File: src/rtl/panda_lsu.sv
`default_nettype none
// ============================================================================
// Module     : panda_lsu
// Description: Load/store unit for the Panda RV32I execute stage. Issues one
//              access at a time on a req/gnt/rvalid data port, builds byte
//              enables and lane-replicated store data, and returns
//              sign/zero-extended load data. busy_o stalls the pipeline.
// Revision   : 1.0 - initial release
// ============================================================================
module panda_lsu #(
    parameter int ADDR_WIDTH  = 32,
    parameter bit ALIGN_CHECK = 1'b1
) (
    input  logic                  clk_i,
    input  logic                  rst_i,
    input  logic                  req_i,
    input  logic                  we_i,
    input  logic [1:0]            width_i,
    input  logic                  unsigned_i,
    input  logic [ADDR_WIDTH-1:0] addr_i,
    input  logic [31:0]           wdata_i,
    output logic [31:0]           rdata_o,
    output logic                  valid_o,
    output logic                  busy_o,
    output logic                  err_misaligned_o,
    output logic                  data_req_o,
    input  logic                  data_gnt_i,
    input  logic                  data_rvalid_i,
    output logic                  data_we_o,
    output logic [3:0]            data_be_o,
    output logic [ADDR_WIDTH-1:0] data_addr_o,
    output logic [31:0]           data_wdata_o,
    input  logic [31:0]           data_rdata_i
);

    // lsu_width_e encoding; 2'b11 falls into the WORD branches via default
    localparam logic [1:0] WIDTH_BYTE = 2'b00;
    localparam logic [1:0] WIDTH_HALF = 2'b01;

    typedef enum logic [1:0] {
        S_IDLE        = 2'd0,
        S_WAIT_GNT    = 2'd1,
        S_WAIT_RVALID = 2'd2
    } state_e;

    state_e                  state_q;
    logic [ADDR_WIDTH-1:0]   addr_q;
    logic [3:0]              be_q;
    logic                    we_q;
    logic [31:0]             wdata_q;
    logic [1:0]              width_q;
    logic                    unsigned_q;
    logic [1:0]              off_q;

    logic [1:0]              off_d;
    logic [3:0]              be_d;
    logic [31:0]             wdata_d;
    logic [ADDR_WIDTH-1:0]   addr_d;
    logic                    misaligned;
    logic                    accept;
    logic                    complete;
    logic [31:0]             load_shifted;
    logic [31:0]             load_ext;

    assign off_d  = addr_i[1:0];
    assign addr_d = {addr_i[ADDR_WIDTH-1:2], 2'b00};

    // Request decode: byte enables, replicated store data, alignment check
    always_comb begin
        be_d       = 4'b1111;
        wdata_d    = wdata_i;
        misaligned = 1'b0;
        case (width_i)
            WIDTH_BYTE: begin
                be_d    = 4'b0001 << off_d;
                wdata_d = {4{wdata_i[7:0]}};
            end
            WIDTH_HALF: begin
                be_d       = 4'b0011 << off_d;
                wdata_d    = {2{wdata_i[15:0]}};
                misaligned = off_d[0];
            end
            default: begin
                be_d       = 4'b1111;
                wdata_d    = wdata_i;
                misaligned = |off_d;
            end
        endcase
        if (!ALIGN_CHECK) begin
            misaligned = 1'b0;
        end
    end

    // Outputs are gated by rst_i so a reset cycle shows reset values immediately
    assign accept   = !rst_i && (state_q == S_IDLE) && req_i && !misaligned;
    assign complete = !rst_i && (state_q == S_WAIT_RVALID) && data_rvalid_i;

    // Access FSM plus the request registers that hold the bus stable until grant
    always_ff @(posedge clk_i) begin
        if (rst_i) begin
            state_q    <= S_IDLE;
            addr_q     <= '0;
            be_q       <= 4'b0000;
            we_q       <= 1'b0;
            wdata_q    <= '0;
            width_q    <= 2'b00;
            unsigned_q <= 1'b0;
            off_q      <= 2'b00;
        end else begin
            case (state_q)
                S_IDLE: begin
                    if (accept) begin
                        addr_q     <= addr_d;
                        be_q       <= be_d;
                        we_q       <= we_i;
                        wdata_q    <= wdata_d;
                        width_q    <= width_i;
                        unsigned_q <= unsigned_i;
                        off_q      <= off_d;
                        state_q    <= S_WAIT_GNT;
                    end
                end
                S_WAIT_GNT: begin
                    if (data_gnt_i) begin
                        state_q <= S_WAIT_RVALID;
                    end
                end
                S_WAIT_RVALID: begin
                    if (data_rvalid_i) begin
                        state_q <= S_IDLE;
                    end
                end
                default: state_q <= S_IDLE;
            endcase
        end
    end

    // Load alignment and extension from the captured offset/width/sign mode
    always_comb begin
        load_shifted = data_rdata_i >> {off_q, 3'b000};
        case (width_q)
            WIDTH_BYTE: load_ext = unsigned_q ? {24'h000000, load_shifted[7:0]}
                                              : {{24{load_shifted[7]}}, load_shifted[7:0]};
            WIDTH_HALF: load_ext = unsigned_q ? {16'h0000, load_shifted[15:0]}
                                              : {{16{load_shifted[15]}}, load_shifted[15:0]};
            default:    load_ext = load_shifted;
        endcase
    end

    assign valid_o          = complete;
    assign rdata_o          = (complete && !we_q) ? load_ext : 32'h0000_0000;
    assign err_misaligned_o = !rst_i && (state_q == S_IDLE) && req_i && misaligned;
    assign data_req_o       = !rst_i && (state_q == S_WAIT_GNT);
    assign busy_o           = accept
                              || (!rst_i && (state_q == S_WAIT_GNT))
                              || (!rst_i && (state_q == S_WAIT_RVALID) && !data_rvalid_i);
    assign data_we_o        = we_q;
    assign data_be_o        = be_q;
    assign data_addr_o      = addr_q;
    assign data_wdata_o     = wdata_q;

endmodule
`default_nettype wire

File: config.mk
export PLATFORM = sky130hd
export DESIGN_NAME = panda_lsu
export DESIGN_NICKNAME = d
export VERILOG_FILES = /design/src/rtl/panda_lsu.sv
export SDC_FILE = /design/constraint.sdc
export NUM_CORES = 1
export LEC_CHECK = 0
export ABC_AREA = 1
export CAP_MARGIN = 5
export CORE_ASPECT_RATIO = 1.25
export CORE_MARGIN = 5
export CORE_UTILIZATION = 36
export CTS_CLUSTER_DIAMETER = 50
export DETAILED_ROUTE_END_ITERATION = 7
export GPL_ROUTABILITY_DRIVEN = 0
export PLACE_DENSITY = 0.88
export SKIP_CTS_REPAIR_TIMING = 1
export SYNTH_ARGS = -nofsm -noshare
export SYNTH_HDL_FRONTEND = slang
export SYNTH_SLANG_ARGS = --single-unit
export TNS_END_PERCENT = 1
File: constraint.sdc
create_clock -name clk_i -period 1.5 [get_ports clk_i]
set_clock_uncertainty 0.05 [all_clocks]
set_input_delay 0.3 -clock clk_i [delete_from_list [all_inputs] [get_ports clk_i]]
set_output_delay 0.3 -clock clk_i [all_outputs]
set_load 0.005 [all_outputs]
==> impl_metrics.tcl <==
set metrics [dict create \
    yosysSeqAreaShare 0.367 \
    grt_pass1_wl_mm 22.4 \
    clock_latency_ns 0.33 \
    drive_gt1_frac 0.211 \
    cts.reportedPaths.clkPinSlew_ns 0.05 \
    area_growth_pct 81.7 \
    core_mm2 0.0110 \
    route.met2.wl_mm 8.23 \
    rsz0062_at_grt "true" \
    clock-sinks 74 \
    wl_met3_mm 1.53 \
    syn_area_per_cell_um2 6.29 \
    synth_simple_gate_area_frac 0.415 \
    cts_tree "yes" \
    synth_seq_cells 74 \
    slew_violations 0 \
    dr.pass1.iters 5 \
    synth_edf_count 0 \
    cts_max_path_buffers 2 \
    cts_htree_levels 3 \
    max_cap_viol_count 0 \
    syn_area_mm2 0.00404 \
    grt_pass1_vias 4596 \
    numCtsBuffers 9 \
    overflow 0 \
    fin_ws_ns -0.542 \
    total_leakage_power_nw 4.60 \
    yosys.area.top_type "dfxtp_1" \
    synth-compound-area-share 0.120 \
    fin_util 0.666 \
    yosys_warnings 0 \
    grt_max_degree 44 \
    ys.flop_type "dfxtp_1" \
    synth_top_area_frac 0.367 \
    die_height_um 128 \
    dpl.hpwl_mm 11.0 \
    ys_types 26 \
    clock-root-buffer "clkbuf_16" \
    synth_area_leaders "dfxtp_1 (37%), nand2_1 (25%), nand3_1 (9.8%)" \
    via_per_inst 5.22 \
    vias 5328 \
    die_area_mm2 0.0135 \
    wl_mm 16.3 \
    io_pins 210 \
    port_buffers 207 \
    muxShareOfSynthArea 0 \
    wl_met1_mm 5.89 \
    setup_viol 53 \
    track_usage 0.203 \
    cp-start-kind "flop" \
    ir_drop_mv 0.738 \
    hold_violations 0 \
    final_nets 986 \
    critical_path_class "reg2out" \
    antenna_left 0 \
    placed_cell_area_mm2 0.00649 \
    whs_ns 0.407 \
    synthArstFlopShare 0 \
    critical_path.max_fanout 7 \
    first_iter_violations 366 \
    initial_utilization 0.366 \
    violations "setup timing" \
    p_per_area_mw_per_mm2 824 \
    die_width_um 105 \
    hp-class "reg2reg" \
    min_period_ns 2.04 \
    setup_tns_ns -14.69 \
    final_area_mm2 0.00734 \
    maxUsedRoutingLayer "met4" \
    drcViolationCount 0 \
    synth_top_family_by_area "simple AND/OR/NAND/NOR gates" \
    synth_fa_ha_area_frac 0 \
    num_rows 43 \
    wl_per_cell_um 16.0 \
    post-route-period-util 1.36 \
    run_status "complete, but fails checks" \
    fmax_mhz 490 \
    required_ns 1.15 \
    end_kind "output port" \
    r2r_slack_ns -0.07 \
    cp_data_arrival_time_ns 1.69 \
    synth_xor_area_frac 0 \
    synthCells 642 \
    antenna_found_initial 1 \
]
[where the power goes]
part	leakage, nW	switching, mW	internal, mW
combinational	3.83	0.674	0.778
sequential	0.607	0.0605	2.08
clock	0.165	0.804	1.66
total	4.60	1.54	4.51
[worst paths after layout]
kind | startpoint | end | depth (start not counted)
max | off_q[0]$_SDFFE_PP0P_ | rdata_o[27] | 12
max reg2reg | state_q[1]$_SDFFE_PP0P_ | data_wdata_o[30]$_SDFFE_PP0P_ | 8
min | data_addr_o[31]$_SDFFE_PP0P_ | data_addr_o[31]$_SDFFE_PP0P_ | 2
min reg2reg | data_addr_o[31]$_SDFFE_PP0P_ | data_addr_o[31]$_SDFFE_PP0P_ | 2
[critical path, cell delays in order (launching register included)]
cell      delay (ns)
dfxtp_4         0.39
inv_6           0.06
buf_6           0.11
nand2_2         0.05
nand2_2         0.06
nand3_2         0.08
nand3_4         0.08
buf_6           0.13
buf_6           0.11
buf_6           0.11
nand2_1         0.05
inv_1           0.04
clkbuf_2        0.10
[metrics by stage]
stage               std cells  setup slack, ns  total power, mW
floorplan                 643           0.0102             2.73
global placement          986           -0.957             3.44
detailed placement        986           -0.954             3.46
CTS                      1001           -0.974             5.91
global route             1021           -0.627             6.29
finish                   1021           -0.542             6.05
[flip-flops by register name, indices dropped and copies added, names as in the netlist]
name	count
data_wdata_o	32
data_addr_o	30
data_be_o	4
off_q	2
state_q	2
width_q	2
data_we_o	1
unsigned_q	1
[final cells by class]
| type | instances | area [µm²] |
|---|---|---|
| tap | 135 | 169 |
| fill | 856 | 3690 |
| sequential | 74 | 1490 |
| inverter | 29 | 116 |
| clock buffer | 10 | 239 |
| multi-input combinational | 490 | 2370 |
| antenna | 1 | 2.50 |
| timing repair buffer | 277 | 2850 |
| clock inverter | 5 | 103 |
[routing by layer]
metal,track usage,vias to the layer above
met5,0,-
met4,0.0978,0
met3,0.0627,59
met2,0.348,327
met1,0.228,2388
li1,-,2554
[synthesized netlist by cell type (2+ instances only)]
cell,instances
nand2_1,264
nand3_1,79
dfxtp_1,74
a21oi_1,64
nor2_1,27
inv_1,24
o21ai_0,20
buf_2,16
clkbuf_1,15
buf_4,11
nand4_1,10
o211ai_1,7
or2_2,7
buf_1,4
buf_6,4
inv_2,4
nand3_4,2
nor2_4,2
[layout by cell type (no fill, tap or decap), types with 10 or more instances in the layout]
cell	instances
dlymetal6s2s_1	83
a21oi_2	21
a21oi_1	43
buf_6	13
nand4_1	10
o21ai_0	14
inv_1	23
clkbuf_2	21
nor2_1	23
clkdlybuf4s50_1	97
clkbuf_16	11
nand2_1	248
dfxtp_1	68
nand2_2	15
buf_4	48
nand3_1	73
[cell families after synthesis]
logic type             count (synthesis)
other                                  1
DFF                                   74
and+or+nand+nor                      395
AOI/OAI and AO/OA                     93
buffers and inverters                 79
(Power assumes the default switching activity.)
